==> config.mk <==
export PLATFORM = sky130hd
export DESIGN_NAME = pwm_multi_driver_flat
export DESIGN_NICKNAME = d
export VERILOG_FILES = /design/src/rtl/pwm_multi_driver_if.sv /design/src/rtl/pwm_multi_driver.sv /design/src/flat_wrapper.sv
export SDC_FILE = /design/constraint.sdc
export NUM_CORES = 1
export LEC_CHECK = 0
export CAP_MARGIN = 40
export CORE_MARGIN = 2
export CORE_UTILIZATION = 45
export CTS_CLUSTER_DIAMETER = 50
export CTS_CLUSTER_SIZE = 24
export DETAILED_ROUTE_END_ITERATION = 7
export GPL_TIMING_DRIVEN = 0
export SLEW_MARGIN = 0
export SYNTH_ARGS = -nofsm -noshare
export SYNTH_HDL_FRONTEND = slang
export SYNTH_SLANG_ARGS = --single-unit
==> constraint.sdc <==
create_clock -name clk -period 4.45 [get_ports clk]
set_clock_uncertainty 0.1 [all_clocks]
set_input_delay 1.1125 -clock clk [delete_from_list [all_inputs] [get_ports clk]]
set_output_delay 1.1125 -clock clk [all_outputs]
set_load 0.03 [all_outputs]
==> src/rtl/pwm_multi_driver_if.sv <==
// pwm_multi_driver_if: configuration port of the multi-channel PWM driver.
// Carries shadow-register writes, the commit request and the pending flag.
interface pwm_multi_driver_if #(
  parameter int PWM_SIZE = 32,
  parameter int CH_W     = 2
);
  logic                cfg_we;
  logic [1:0]          cfg_sel;
  logic [CH_W-1:0]     cfg_ch;
  logic [PWM_SIZE-1:0] cfg_data;
  logic                cfg_commit;
  logic                commit_pending;

  modport master (
    output cfg_we, cfg_sel, cfg_ch, cfg_data, cfg_commit,
    input  commit_pending
  );

  modport slave (
    input  cfg_we, cfg_sel, cfg_ch, cfg_data, cfg_commit,
    output commit_pending
  );
endinterface

==> src/rtl/pwm_multi_driver.sv <==
// pwm_multi_driver: NUM_CH PWM outputs on one shared period counter.
// Shadowed config commits at period boundaries; PWM_PHASE_EN adds phases.
module pwm_multi_driver #(
  parameter int PWM_SIZE = 32,
  parameter int NUM_CH   = 4
) (
  input  logic              clk,
  input  logic              rst,
  input  logic              enable,
  pwm_multi_driver_if.slave cfg,
  output logic              period_start,
  output logic [NUM_CH-1:0] pwm_out
);

  localparam int CH_W = (NUM_CH > 1) ? $clog2(NUM_CH) : 1;

  typedef logic [PWM_SIZE-1:0] word_t;

  word_t             sh_duty [NUM_CH];
  word_t             act_duty[NUM_CH];
  word_t             sh_period;
  word_t             act_period;
  logic [NUM_CH-1:0] sh_pol;
  logic [NUM_CH-1:0] act_pol;
`ifdef PWM_PHASE_EN
  word_t             sh_phase [NUM_CH];
  word_t             act_phase[NUM_CH];
  logic [PWM_SIZE:0] ph;
`endif

  word_t             cnt;
  logic              pending;
  logic              idle;
  logic              last;
  logic              boundary;
  logic              do_commit;
  logic [NUM_CH-1:0] hit;
  logic [NUM_CH-1:0] raw;
  logic [PWM_SIZE:0] pos;

  assign idle      = !enable || (act_period == '0);
  assign last      = (cnt == act_period - PWM_SIZE'(1));
  assign boundary  = idle || last;
  assign do_commit = boundary && (pending || cfg.cfg_commit);

  assign cfg.commit_pending = pending;

  always_comb begin
    hit = '0;
    for (int i = 0; i < NUM_CH; i++) begin
      hit[i] = cfg.cfg_we && (cfg.cfg_ch == CH_W'(i));
    end
  end

  always_ff @(posedge clk or negedge rst) begin
    if (!rst) begin
      sh_period <= '0;
      sh_pol    <= '0;
      for (int i = 0; i < NUM_CH; i++) begin
        sh_duty[i] <= '0;
`ifdef PWM_PHASE_EN
        sh_phase[i] <= '0;
`endif
      end
    end else begin
      if (cfg.cfg_we && (cfg.cfg_sel == 2'd2)) begin
        sh_period <= cfg.cfg_data;
      end
      for (int i = 0; i < NUM_CH; i++) begin
        if (hit[i]) begin
          unique case (cfg.cfg_sel)
            2'd0: sh_duty[i] <= cfg.cfg_data;
`ifdef PWM_PHASE_EN
            2'd1: sh_phase[i] <= cfg.cfg_data;
`endif
            2'd3: sh_pol[i] <= cfg.cfg_data[0];
            default: ;
          endcase
        end
      end
    end
  end

  // Active set only moves at a boundary, so a period never mixes settings.
  always_ff @(posedge clk or negedge rst) begin
    if (!rst) begin
      act_period <= '0;
      act_pol    <= '0;
      for (int i = 0; i < NUM_CH; i++) begin
        act_duty[i] <= '0;
`ifdef PWM_PHASE_EN
        act_phase[i] <= '0;
`endif
      end
    end else if (do_commit) begin
      act_period <= sh_period;
      act_pol    <= sh_pol;
      for (int i = 0; i < NUM_CH; i++) begin
        act_duty[i] <= sh_duty[i];
`ifdef PWM_PHASE_EN
        act_phase[i] <= sh_phase[i];
`endif
      end
    end
  end

  always_ff @(posedge clk or negedge rst) begin
    if (!rst) begin
      cnt     <= '0;
      pending <= 1'b0;
    end else begin
      cnt <= boundary ? '0 : cnt + PWM_SIZE'(1);
      if (do_commit) begin
        pending <= 1'b0;
      end else if (cfg.cfg_commit) begin
        pending <= 1'b1;
      end
    end
  end

  always_comb begin
    raw = '0;
    pos = '0;
`ifdef PWM_PHASE_EN
    ph  = '0;
`endif
    for (int i = 0; i < NUM_CH; i++) begin
      pos = {1'b0, cnt};
`ifdef PWM_PHASE_EN
      ph = '0;
      if (act_phase[i] < act_period) begin
        ph = {1'b0, act_phase[i]};
      end
      if ({1'b0, cnt} >= ph) begin
        pos = {1'b0, cnt} - ph;
      end else begin
        pos = {1'b0, cnt} + {1'b0, act_period} - ph;
      end
`endif
      raw[i] = (act_period != '0) && (pos < {1'b0, act_duty[i]});
    end
  end

  always_ff @(posedge clk or negedge rst) begin
    if (!rst) begin
      period_start <= 1'b0;
      pwm_out      <= '0;
    end else begin
      period_start <= enable && (act_period != '0) && (cnt == '0);
      pwm_out      <= enable ? (raw ^ act_pol) : act_pol;
    end
  end

endmodule

==> src/flat_wrapper.sv <==
// flat-port wrapper written by rule: the top's interface ports become plain ports
module pwm_multi_driver_flat 
#(
  parameter int PWM_SIZE = 32,
  parameter int NUM_CH   = 4
)
  (clk, rst, enable, period_start, pwm_out, cfg_cfg_we, cfg_cfg_sel, cfg_cfg_ch, cfg_cfg_data, cfg_cfg_commit, cfg_commit_pending);
  pwm_multi_driver_if #(.PWM_SIZE(PWM_SIZE), .CH_W(2)) cfg_i ();
  input  logic clk;
  input  logic rst;
  input  logic enable;
  output logic period_start;
  output logic [NUM_CH-1:0] pwm_out;
  input wire logic [$bits(cfg_i.cfg_we)-1:0] cfg_cfg_we;
  input wire logic [$bits(cfg_i.cfg_sel)-1:0] cfg_cfg_sel;
  input wire logic [$bits(cfg_i.cfg_ch)-1:0] cfg_cfg_ch;
  input wire logic [$bits(cfg_i.cfg_data)-1:0] cfg_cfg_data;
  input wire logic [$bits(cfg_i.cfg_commit)-1:0] cfg_cfg_commit;
  output wire logic [$bits(cfg_i.commit_pending)-1:0] cfg_commit_pending;
  assign cfg_i.cfg_we = cfg_cfg_we;
  assign cfg_i.cfg_sel = cfg_cfg_sel;
  assign cfg_i.cfg_ch = cfg_cfg_ch;
  assign cfg_i.cfg_data = cfg_cfg_data;
  assign cfg_i.cfg_commit = cfg_cfg_commit;
  assign cfg_commit_pending = cfg_i.commit_pending;
  pwm_multi_driver #(.PWM_SIZE(PWM_SIZE), .NUM_CH(NUM_CH)) u_core (.clk(clk), .rst(rst), .enable(enable), .cfg(cfg_i), .period_start(period_start), .pwm_out(pwm_out));
endmodule
; ---- Word level (Yosys, flattened, before mapping)
; Index checks and enable logic that the tools add are counted.
[totals]
in_bits = 41
register_bits = 366
output_inout_bits = 6
elab_cells = 66
[op_classes]
n_lt_le_gt_ge = 4
eq_ne = 6
add_sub_neg = 2
n_mux = 4
reduce_logical = 30
bitwise = 1
[op_table]
columns = op, count
row1 = < comparator 32 bit, 4
row2 = logical NOT 32 bit, 2
row3 = "adder 32 x 1 -> 32 bit, second input constant", 1
row4 = == test 32 bit, 1
row5 = two-way mux 32 bit, 1
row6 = nonzero test 32 bit, 1
row7 = "subtractor 32 x 1 -> 32 bit, second input constant", 1
row8 = AND reduction 2 bit, 8
row9 = logical AND 1 bit, 12
row10 = "== test 2 bit, second input constant", 4
row11 = logical NOT 2 bit, 2
row12 = two-way mux 4 bit, 1
row13 = bitwise XOR 4 bit, 1
row14 = logical OR 1 bit, 3
row15 = "== test 2 x 1 -> 1 bit, second input constant", 1
row16 = two-way mux 1 bit, 2
row17 = nonzero test 2 bit, 1
row18 = logical NOT 1 bit, 1

; ---- Depth between registers and ports, before layout
; Gate-level depths: netlist (run 1).
[logic_depth]
depth_word = 5
ltp_mapped = 13
ltp_nobuf = 11

; ---- Least setup slack after synthesis (run 1)
; No wires, ideal clock.
[synth_path]
path_kind = register -> register
start = reg u_core.act_period[0]
end = reg u_core.act_duty[0] in the netlist's numbering
required_time_ns = 4.225
t_arrival_ns = 3.003
stages_incl_launch_ff = 14
setup_time_ns = 0.125
n_path_buf = 2
synth_period_minus_slack_ns = 3.228
path_slack_ns = 1.222
path_cell_list = dfrtp_1 > inv_1 > ha_1 > nor3b_4 > nand3_2 > or3_1 > a221oi_1 > o31ai_2 > o211a_1 > and3_4 > nor2_2 > buf_6 > buf_6 > mux2_4
[synth_via]
elab_chain_cells = 4
elab_cells_between_ends = 6
classes_between = 1 x add/sub / 1 x eq/ne / 4 x reduce/logical
[synth_rtl]
columns = item, line
row1 = "start, declared", pwm_multi_driver.sv:22  ; word_t act_period;
row2 = "start signal, assigned", pwm_multi_driver.sv:96  ; act_period <= sh_period;
row3 = subtractor 32 x 1 -> 32 bit / logical NOT 32 bit (equally long branches), "pwm_multi_driver.sv:42, pwm_multi_driver.sv:41"
row4 = == test 32 bit / logical OR 1 bit (equally long branches), "pwm_multi_driver.sv:42, pwm_multi_driver.sv:41"
row5 = logical OR 1 bit *, pwm_multi_driver.sv:43  ; assign boundary = idle || last;
row6 = logical AND 1 bit *, pwm_multi_driver.sv:44  ; assign do_commit = boundary && (pending || cfg.cfg_commit);
row7 = "end signal, assigned by index", pwm_multi_driver.sv:99  ; act_duty[i] <= sh_duty[i];
row8 = "end, declared", pwm_multi_driver.sv:20  ; word_t act_duty[NUM_CH];
; Every way passes the cells marked *; elsewhere a longest branch is shown, timed or not.
; A chain may end at the register's enable or synchronous reset.

; ---- Worst setup path in the final report (run 1)
[layout_path]
start = reg u_core.act_period[0]
end = reg u_core.cnt[24]
[layout_via]
elab_chain_cells = 4
elab_cells_between_ends = 6
classes_between = 1 x add/sub / 1 x eq/ne / 1 x mux / 3 x reduce/logical
[layout_rtl]
columns = item, line
row1 = subtractor 32 x 1 -> 32 bit / logical NOT 32 bit (equally long branches), "pwm_multi_driver.sv:42, pwm_multi_driver.sv:41"
row2 = == test 32 bit / logical OR 1 bit (equally long branches), "pwm_multi_driver.sv:42, pwm_multi_driver.sv:41"
row3 = logical OR 1 bit *, pwm_multi_driver.sv:43
row4 = two-way mux 32 bit *, pwm_multi_driver.sv:112  ; cnt <= boundary ? '0 : cnt + PWM_SIZE'(1);
row5 = "end signal, assigned", pwm_multi_driver.sv:112
row6 = "end, declared", pwm_multi_driver.sv:31  ; word_t cnt;
; Marks and branches as above.

==> results_dict.tcl, run 1 <==
set metrics [dict create \
    rsz0062_at_grt "no" \
    fillerInstances 3591 \
    regToRegEndpoint "u_core.cnt[24]$_DFF_PN0_" \
    power_per_cell_area_nw_per_um2 499.5 \
    std_cell_rows 75 \
    r2r_cells 11 \
    relSlewSlack 0.4443 \
    synth_ff_type "dfrtp_1" \
    endpoint_kind "register" \
    cts_tree "done" \
    dr_total_vias 11560 \
    yosys_warnings 0 \
    drive_above_1_share 0.2700 \
    drtPass1Iterations 6 \
    antenna_found_initial 1 \
    synth.avg_cell_area_sq_um 12.65 \
    finalPower_mw 10.92 \
    min_period_ns 3.839 \
    grt_pass1_vias 12160 \
    nets 1771 \
    antenna_left 0 \
    htreeDepth 2 \
    syn_nets 1674 \
    fmax_ghz 0.2605 \
    insertion_delay_ns 0.57 \
    die_w_um 209.8 \
    reg2reg_slack_ns 0.61 \
    status "finished, final reports clean" \
    hold_slack_ns 0.2262 \
    grt_pass1_wl_um 69470 \
    ys_types 67 \
    critPathKind "register to register" \
    cts_hold_buf 0 \
    ys_async_sr_fraction 1.000 \
    synth_area_sq_um 19060 \
    syn2layout_area_growth_pct 14.70 \
    worstMarginPinSlew_ns 0.8336 \
    post-cts-setup-buffers 0 \
    synth-seq-cells 366 \
    dp_hpwl_um 31450 \
    worstPathMaxFanout 10 \
    vias_per_cell 5.314 \
    dieHeight_um 209.8 \
    setup_viol 0 \
    cts_resized 0 \
    drv_slew 0 \
    synth-edff-count 0 \
    crit_required_ns 4.77 \
    drv_cap 0 \
    place_congestion 0.8510 \
    clockBufferDepth 3 \
    finalWirelength_um 42960 \
    io_pins 47 \
    ir_drop_mv 0.3856 \
    start_util 0.4554 \
    leakage_nw 10.56 \
    finalHoldViolCount 0 \
    r2r-start "u_core.act_period[0]$_DFFE_PN0P_" \
    hold_class "input port to asynchronous set/reset pin" \
    core_sq_um 41850 \
    io_buffers 46 \
    start_kind "register" \
    routedWlPerCell_um 19.74 \
    cts_root_buffer "clkbuf_16" \
    dieArea_sq_um 44010 \
    drt_iter0_markers 614 \
    clkTransAtPathRegs_ns 0.07 \
    cp.arrival_ns 4.16 \
    numCtsBuffers 43 \
    fin_crit_sh 0.8627 \
    overflow 0 \
    postSynthCellCount 1506 \
    drc_errors 0 \
    grt_usage 0.2042 \
    grt_max_degree 127 \
    ys_seq_area_frac 0.4806 \
    cts_sinks 366 \
    diodes 0 \
    multiInputGateArea_sq_um 8975 \
    seq_area_sq_um 9159 \
]
cells in the final DEF (no fill, tap or decap), drive strengths merged, types with 10 or more instances in the layout:
master / n
a21o: 26
a21oi: 40
and3: 13
buf: 34
clkbuf: 67
clkdlybuf4s50: 45
clkinv: 10
dfrtp: 366
ha: 127
inv: 154
mux2: 326
nand2: 35
nand2b: 12
nand3: 24
nand4: 32
nor2: 82
nor3: 18
nor4: 20
o21ai: 36
xnor2: 40
xor2: 34
flip-flops by register name (all words and copies together) (netlist names):
name / count
u_core.act_duty: 128
u_core.sh_duty: 128
u_core.act_period: 32
u_core.cnt: 32
u_core.sh_period: 32
u_core.act_pol: 4
u_core.pwm_out: 4
u_core.sh_pol: 4
u_core.cfg.commit_pending: 1
u_core.period_start: 1
layer usage:
metal / vias to the layer above / routed length (um) / global-route usage
li1: 5515 / - / -
met1: 5811 / 20000 / 0.2740
met2: 162 / 20080 / 0.3344
met3: 74 / 1379 / 0.03202
met4: 2 / 1486 / 0.07850
met5: - / 13 / 0
worst max-delay path, cell delays in order, from the launching register on:
cell,delay [ns]
dfrtp_1,0.45
inv_1,0.09
ha_1,0.23
nor3b_4,0.35
and3_1,0.26
nand2_1,0.09
or4_4,0.53
o31ai_2,0.51
nand2b_1,0.18
clkbuf_1,0.35
clkbuf_1,0.45
nor2_1,0.10
final cells by class:
class	count	area share
multi-input cells	955	0.4106
repair buffers	52	0.02633
plain buffers	46	0.01872
flip-flops and latches	366	0.4190
clock buffers	48	0.05340
inverters	139	0.02387
well taps	539	0.03085
clock inverters	31	0.01729
worst max path at each step:
stage,start,endpoint,cells after the start,slack (ns)
after global routing,u_core.act_period[0]$_DFFE_PN0P_,u_core.cnt[27]$_DFF_PN0_,11,0.37
after CTS,u_core.act_period[0]$_DFFE_PN0P_,u_core.cnt[24]$_DFF_PN0_,11,0.60
after floorplan,u_core.act_period[0]$_DFFE_PN0P_,u_core.act_duty[0]$_DFFE_PN0P_,13,1.22
after global placement,rst,u_core.act_duty[14]$_DFFE_PN0P_,1,-13.89
after detailed placement,u_core.act_period[0]$_DFFE_PN0P_,u_core.cnt[29]$_DFF_PN0_,11,0.62
final,u_core.act_period[0]$_DFFE_PN0P_,u_core.cnt[24]$_DFF_PN0_,11,0.61
stage by stage:
step                setup slack [ns]  area (sq um)  cells    util  setup TNS [ns]
floorplan                      1.222         19060   1506       -               0
global placement              -13.89         20190   2091  0.4825        -5075.79
detailed placement            0.6223         20310   2097  0.4854               0
CTS                           0.5981         21860   2176  0.5223               0
global route                  0.3703         21860   2176  0.5223               0
finish                        0.6110         21860   2176  0.5223               0
synthesized netlist by cell type (2+ instances only):
| library cell | number | area [sq um] |
|---|---|---|
| a2111o_1 | 3 | 33.78 |
| a2111oi_0 | 2 | 17.52 |
| a211oi_1 | 4 | 30.03 |
| a21boi_0 | 4 | 30.03 |
| a21o_1 | 26 | 195.2 |
| a21oi_1 | 40 | 200.2 |
| a221o_1 | 3 | 30.03 |
| a31oi_1 | 7 | 43.79 |
| and2_1 | 2 | 12.51 |
| and3_1 | 12 | 75.07 |
| buf_1 | 7 | 26.28 |
| buf_12 | 11 | 220.2 |
| buf_6 | 7 | 78.83 |
| clkbuf_1 | 19 | 71.32 |
| dfrtp_1 | 366 | 9159 |
| ha_1 | 127 | 1589 |
| inv_1 | 139 | 521.8 |
| mux2_1 | 4 | 45.04 |
| mux2_2 | 164 | 1847 |
| mux2_4 | 158 | 2372 |
| nand2_1 | 34 | 127.6 |
| nand2b_1 | 12 | 75.07 |
| nand3_1 | 23 | 115.1 |
| nand3b_1 | 3 | 22.52 |
| nand4_1 | 32 | 200.2 |
| nor2_1 | 81 | 304.0 |
| nor2b_1 | 6 | 37.54 |
| nor3_1 | 18 | 90.09 |
| nor3b_1 | 4 | 30.03 |
| nor4_1 | 17 | 106.4 |
| nor4_2 | 2 | 25.02 |
| nor4b_1 | 2 | 17.52 |
| o211ai_1 | 6 | 45.04 |
| o21a_1 | 5 | 37.54 |
| o21ai_0 | 36 | 180.2 |
| o2bb2ai_1 | 2 | 17.52 |
| o31ai_2 | 2 | 25.02 |
| or2_2 | 2 | 12.51 |
| or3_1 | 7 | 43.79 |
| or4_1 | 8 | 60.06 |
| xnor2_1 | 40 | 350.3 |
| xor2_1 | 34 | 297.8 |
cell families after synthesis:
kind of cell    Yosys count  share of synthesized area
simple gates            275                    0.07694
compound gates          152                    0.05200
xor+xnor                 74                    0.03401
fa+ha+maj               127                    0.08338
flops                   366                     0.4806
mux                     327                     0.2243
buf+inv                 185                    0.04884
where the power goes:
part / switching, mW / internal [mW] / leakage, nW / total [mW]
clock network: 1.59 / 2.16 / 0.752 / 3.75
registers: 0.557 / 4.15 / 4.52 / 4.71
logic: 1.04 / 1.42 / 5.29 / 2.46
Note: power is estimated with default switching activity, not from simulation.
==> run 2, diff against run 1 <==
--- a/config.mk
+++ b/config.mk
@@ -6,7 +6,7 @@
 export NUM_CORES = 1
 export LEC_CHECK = 0
 export CAP_MARGIN = 40
-export CORE_MARGIN = 2
+export CORE_MARGIN = 5
 export CORE_UTILIZATION = 45
 export CTS_CLUSTER_DIAMETER = 50
 export CTS_CLUSTER_SIZE = 24
==> run 2 against run 1 <==
Net effect:
- core utilization decreased by 0.33 points
- hold slack improved by 0.15 ns
- critical endpoint is now u_core.cnt[27]$_DFF_PN0_
- clock power decreased by 4%
- wire length increased by 0.11%
- via count increased by 0.50%
- count of clock-buffer cells in the layout increased by 4
- register-to-register slack about the same
- die area increased by 5.8%
- worst setup slack got worse by 0.0040 ns
- flip-flop and latch count unchanged
- first-iteration DRC count decreased by 10%
- cell count decreased by 0.14%
==> results_dict.tcl, run 2 (same netlist as run 1, synthesis figures left out) <==
set metrics [dict create \
    drc_errors 0 \
    cts_root_buffer "clkbuf_16" \
    fmax_ghz 0.2602 \
    grt_pass1_vias 12160 \
    wl_met1_um 20130 \
    io_buffers 46 \
    grt_usage 0.1875 \
    cts_tree "done" \
    syn2layout_area_growth_pct 14.23 \
    routedWlPerCell_um 19.79 \
    r2r_cells 11 \
    std_cell_rows 75 \
    die_w_um 215.8 \
    cts_sinks 366 \
    nets 1770 \
    p_sw_frac 0.2866 \
    status "finished, final reports clean" \
    tns_ns 0 \
    p_int_mw 7.684 \
    fin_util 0.5190 \
    clockBufferDepth 3 \
    clkTransAtPathRegs_ns 0.07 \
    fin_crit_sh 0.8636 \
    crit_chain "inv_1 -> ha_1 -> nor3b_4 -> and3_1 -> nand2_1 -> or4_4 -> o31ai_2 -> nand2b_1 -> clkbuf_1 -> clkbuf_1 -> nor2_1" \
    top_layer_used "met4" \
    critPathKind "register to register" \
    wl_met3_um 1360 \
    htreeDepth 2 \
    crit_path_top_delay_cell "or4_4" \
    grt_pass1_wl_um 69520 \
    drv_cap 0 \
    wl_met2_um 20390 \
    whs_path_depth 1 \
    place_congestion 0.8740 \
    io_pins 47 \
    final_cell_count_no_fill 2173 \
    finalPower_mw 10.77 \
    ir_drop_mv 0.2548 \
    start_kind "register" \
    dieHeight_um 215.8 \
    finalWirelength_um 43010 \
    layout_setup_ws_ns 0.6070 \
    clkPwrFrac 0.335 \
    drt_iter0_markers 551 \
    diodes 0 \
    rsz0062_at_grt "no" \
    post-cts-setup-buffers 0 \
    core_sq_um 41950 \
    slowest_delay_ns 0.54 \
    dp_hpwl_um 31580 \
    cp.depth 11 \
    vias_per_cell 5.348 \
    endpoint_kind "register" \
    start_util 0.4543 \
    grt_max_degree 117 \
    relSlewSlack 0.4342 \
    hold_class "register to register" \
    antenna_found_initial 1 \
    antenna_left 0 \
    numCtsBuffers 42 \
    pre_cts_ws_ns 0.6324 \
    dr_total_vias 11620 \
    final_cell_mix "dfrtp_1 (366), mux2_2 (164), mux2_4 (158)" \
    min_period_ns 3.843 \
    finalHoldViolCount 0 \
    crit_top_cell "clkbuf_1" \
    insertion_delay_ns 0.56 \
    crit_required_ns 4.77 \
    reg_top3 "u_core.act_duty x128, u_core.sh_duty x128" \
    pwr-share-seq 0.438 \
    cts_hold_buf 0 \
    leakage_nw 10.53 \
    setup_viol 0 \
    switchingPower_mw 3.087 \
    worstPathMaxFanout 10 \
    overflow 0 \
    cts_resized 0 \
    drtPass1Iterations 4 \
    final_common_cell "dfrtp_1" \
    cp_top_family "simple AND/OR/NAND/NOR gates" \
    fillerInstances 3571 \
    power_per_cell_area_nw_per_um2 494.8 \
    worstMarginPinSlew_ns 0.8487 \
    cp.arrival_ns 4.16 \
    pwr-share-comb 0.227 \
    path_buf_inv 3 \
    place_inst 2097 \
    dieArea_sq_um 46570 \
    drive_above_1_share 0.2662 \
    drv_slew 0 \
]
==> run 2: changes by cell type in the layout (fill, tap and decap cells not counted), sizes merged <==
| cell | before | now |
|---|---|---|
| clkinvlp | 3 | 1 |
| inv | 154 | 150 |
| clkbuf | 67 | 71 |
| clkinv | 10 | 9 |
==> run 2: per-layer routing <==
layer / up-vias / track usage
met2: 154 / 0.3084
met4: 0 / 0.06102
li1: 5516 / -
met1: 5902 / 0.2574
met3: 50 / 0.02719
met5: - / 0
==> run 2: power groups by stage <==
| stage | clock, mW | combinational, mW | sequential, mW |
|---|---|---|---|
| floorplan | 0 | 1.88 | 4.60 |
| global placement | 0 | 2.39 | 4.75 |
| detailed placement | 0 | 2.46 | 4.76 |
| CTS | 3.71 | 2.48 | 4.71 |
| global route | 3.84 | 2.72 | 4.82 |
| finish | 3.61 | 2.45 | 4.71 |
==> run 2: layout make-up <==
| type | count | area [sq um] | share of cell area |
|---|---|---|---|
| sequential | 366 | 9159 | 0.4207 |
| multi-input combinational | 955 | 8975 | 0.4123 |
| clock buffer | 52 | 1182 | 0.05431 |
| tap | 539 | 674.4 | 0.03098 |
| timing repair buffer | 52 | 575.6 | 0.02644 |
| inverter | 139 | 521.8 | 0.02397 |
| buffer | 46 | 409.1 | 0.01879 |
| clock inverter | 24 | 272.8 | 0.01253 |
==> run 2: worst reg2reg max path, cell delays in order (launching register included) <==
cell	delay (ns)
dfrtp_1	0.45
inv_1	0.09
ha_1	0.22
nor3b_4	0.34
and3_1	0.26
nand2_1	0.08
or4_4	0.54
o31ai_2	0.52
nand2b_1	0.18
clkbuf_1	0.35
clkbuf_1	0.46
nor2_1	0.12
==> run 2: path summary, 6_finish.rpt <==
check / startpoint / to / slack, ns
min reg2reg: u_core.act_pol[3]$_DFFE_PN0P_ / u_core.pwm_out[3]$_DFF_PN0_ / 0.38
min: u_core.act_pol[3]$_DFFE_PN0P_ / u_core.pwm_out[3]$_DFF_PN0_ / 0.38
max: u_core.act_period[0]$_DFFE_PN0P_ / u_core.cnt[27]$_DFF_PN0_ / 0.61
max reg2reg: u_core.act_period[0]$_DFFE_PN0P_ / u_core.cnt[27]$_DFF_PN0_ / 0.61
min in group asynchronous: rst / u_core.act_pol[2]$_DFFE_PN0P_ / 0.43
max in group asynchronous: rst / u_core.act_duty[45]$_DFFE_PN0P_ / 2.53
==> run 2: through the flow <==
stage / hold WS [ns] / instance area [sq um]
floorplan: 0.3419 / 19060
global placement: 0.3609 / 20190
detailed placement: 0.3598 / 20310
CTS: 0.3761 / 21770
global route: 0.3805 / 21770
finish: 0.3773 / 21770
==> run 3, diff against run 2 <==
--- a/config.mk
+++ b/config.mk
@@ -6,7 +6,6 @@
 export NUM_CORES = 1
 export LEC_CHECK = 0
 export CAP_MARGIN = 40
-export CORE_MARGIN = 5
 export CORE_UTILIZATION = 45
 export CTS_CLUSTER_DIAMETER = 50
 export CTS_CLUSTER_SIZE = 24
==> constraint.sdc (replaced) <==
create_clock -name clk -period 4.1 [get_ports clk]
set_clock_uncertainty 0.1 [all_clocks]
set_input_delay 1.025 -clock clk [delete_from_list [all_inputs] [get_ports clk]]
set_output_delay 1.025 -clock clk [all_outputs]
set_load 0.03 [all_outputs]
==> run 3 against run 2 <==
Net effect:
- worst setup slack worse by 0.33 ns
- non-clock buffer count did not move
- critical path depth increased by 2
- clock power grew 10%
- register-to-register slack worse by 0.33 ns
- first-iteration DRC count is 7.1% higher
- flip-flop and latch count did not move
- global-route usage is 1.8 points higher
- fmax rose by 0.57%
- largest cell class unchanged
==> results_dict.tcl, run 3 (same netlist as run 1, synthesis figures left out) <==
set metrics [dict create \
    syn2layout_area_growth_pct 14.44 \
    dr_total_vias 11660 \
    relSlewSlack 0.4575 \
    r2r_cells 13 \
    start_util 0.4554 \
    ir_drop_mv 0.4306 \
    use_met1 0.2785 \
    clkTransAtPathRegs_ns 0.07 \
    setup_viol 0 \
    insertion_delay_ns 0.57 \
    numCtsBuffers 41 \
    vias_per_cell 5.365 \
    grt_max_degree 123 \
    worstMarginPinSlew_ns 0.8138 \
    start_kind "register" \
    cts_hold_buf 0 \
    fmax_ghz 0.2617 \
    dieArea_sq_um 43180 \
    min_period_ns 3.821 \
    drtPass1Iterations 8 \
    nets 1769 \
    endpoint_kind "register" \
    power_per_cell_area_nw_per_um2 539.1 \
    io_buffers 46 \
    grt_usage 0.2058 \
    drive_above_1_share 0.2674 \
    routedWlPerCell_um 19.71 \
    io_pins 47 \
    cp.arrival_ns 4.16 \
    finalWirelength_um 42830 \
    gr-usage-met2 0.3361 \
    tns_ns 0 \
    cts_tree "done" \
    hold_class "input port to asynchronous set/reset pin" \
    clockBufferDepth 3 \
    finalHoldViolCount 0 \
    finalPower_mw 11.76 \
    final_common_cell "dfrtp_1" \
    rsz0062_at_grt "no" \
    antenna_found_initial 0 \
    grt_pass1_wl_um 68900 \
    cts_root_buffer "clkbuf_16" \
    dp_hpwl_um 31510 \
    reg_top3 "u_core.act_duty x128, u_core.sh_duty x128" \
    final_cell_mix "dfrtp_1 (366), mux2_2 (164), mux2_4 (158)" \
    overflow 0 \
    drv_cap 0 \
    leakage_nw 10.53 \
    drv_slew 0 \
    fillerInstances 3579 \
    critPathKind "register to register" \
    std_cell_rows 75 \
    gr-usage-met3 0.03404 \
    place_congestion 0.8853 \
    fin_crit_sh 0.9320 \
    antenna_left 0 \
    grt_pass1_vias 12100 \
    htreeDepth 2 \
    drt_iter0_markers 590 \
    crit_required_ns 4.44 \
    drc_errors 0 \
    cts_sinks 366 \
    diodes 0 \
    dieHeight_um 207.8 \
    worstPathMaxFanout 10 \
    busiest_layer "met2" \
    die_w_um 207.8 \
    core_sq_um 41850 \
    status "finished, final reports clean" \
]
-- run 3: cell type report --
class,instances,area [sq um],area share
multi-input cells,955,8984,0.4119
clock buffers,45,1084,0.04968
inverters,139,521.8,0.02392
repair buffers,52,575.6,0.02639
clock inverters,31,402.9,0.01847
well taps,539,674.4,0.03092
plain buffers,46,409.1,0.01876
flip-flops and latches,366,9159,0.4199
-- run 3: worst paths after layout --
path,from,to,slack [ns]
setup reg to reg,u_core.act_period[0]$_DFFE_PN0P_,u_core.act_duty[59]$_DFFE_PN0P_,0.28
min in group clk,u_core.act_pol[3]$_DFFE_PN0P_,u_core.pwm_out[3]$_DFF_PN0_,0.37
hold reg to reg,u_core.act_pol[3]$_DFFE_PN0P_,u_core.pwm_out[3]$_DFF_PN0_,0.37
setup / recovery,u_core.act_period[0]$_DFFE_PN0P_,u_core.act_duty[59]$_DFFE_PN0P_,0.28
max in group asynchronous,rst,u_core.sh_duty[110]$_DFFE_PN0P_,2.27
hold / removal,rst,u_core.pwm_out[2]$_DFF_PN0_,0.25
-- run 3: report_power, final --
part | internal (mW) | switching, mW | leakage, nW
logic | 1.54 | 1.13 | 5.29
registers | 4.50 | 0.607 | 4.52
clock network | 2.27 | 1.71 | 0.716
total | 8.32 | 3.44 | 10.5
-- run 3: timing repair --
| item | in CTS | in global routing |
|---|---|---|
| hold endpoints to repair | 0 | 0 |
| buffers inserted | 0 | 0 |
| gates resized for setup | 0 | 1 |
| setup endpoints to repair | 0 | 6 |
-- run 3: per-layer routing --
layer  part of all wire  vias up  routed length, um
li1                   -     5516                  -
met1               0.46     5896              19890
met2               0.47      177              20290
met3              0.034       70               1435
met4              0.028        0               1216
met5                  0        -                  0
-- run 3: per-stage QoR --
step	util	worst slack (ns)	hold WS, ns	std cells	cell area [sq um]
final	0.5211	0.2787	0.2471	2173	21810
after global routing	0.5211	0.01381	0.2574	2173	21810
after CTS	0.5209	0.2302	0.2404	2173	21800
after detailed placement	0.4854	0.2471	0.3684	2097	20310
after global placement	0.4825	-14.17	0.3621	2091	20190
after floorplan	-	0.8721	0.3419	1506	19060
-- run 3: critical path, cell delays in order, from the launching register on --
cell	delay, ns
dfrtp_1	0.45
inv_1	0.09
ha_1	0.23
nor3b_4	0.34
nand3_2	0.23
or3_1	0.43
a221oi_1	0.34
o31ai_2	0.14
o211a_1	0.14
and3_4	0.18
nor2_2	0.19
buf_6	0.25
buf_6	0.25
mux2_4	0.32
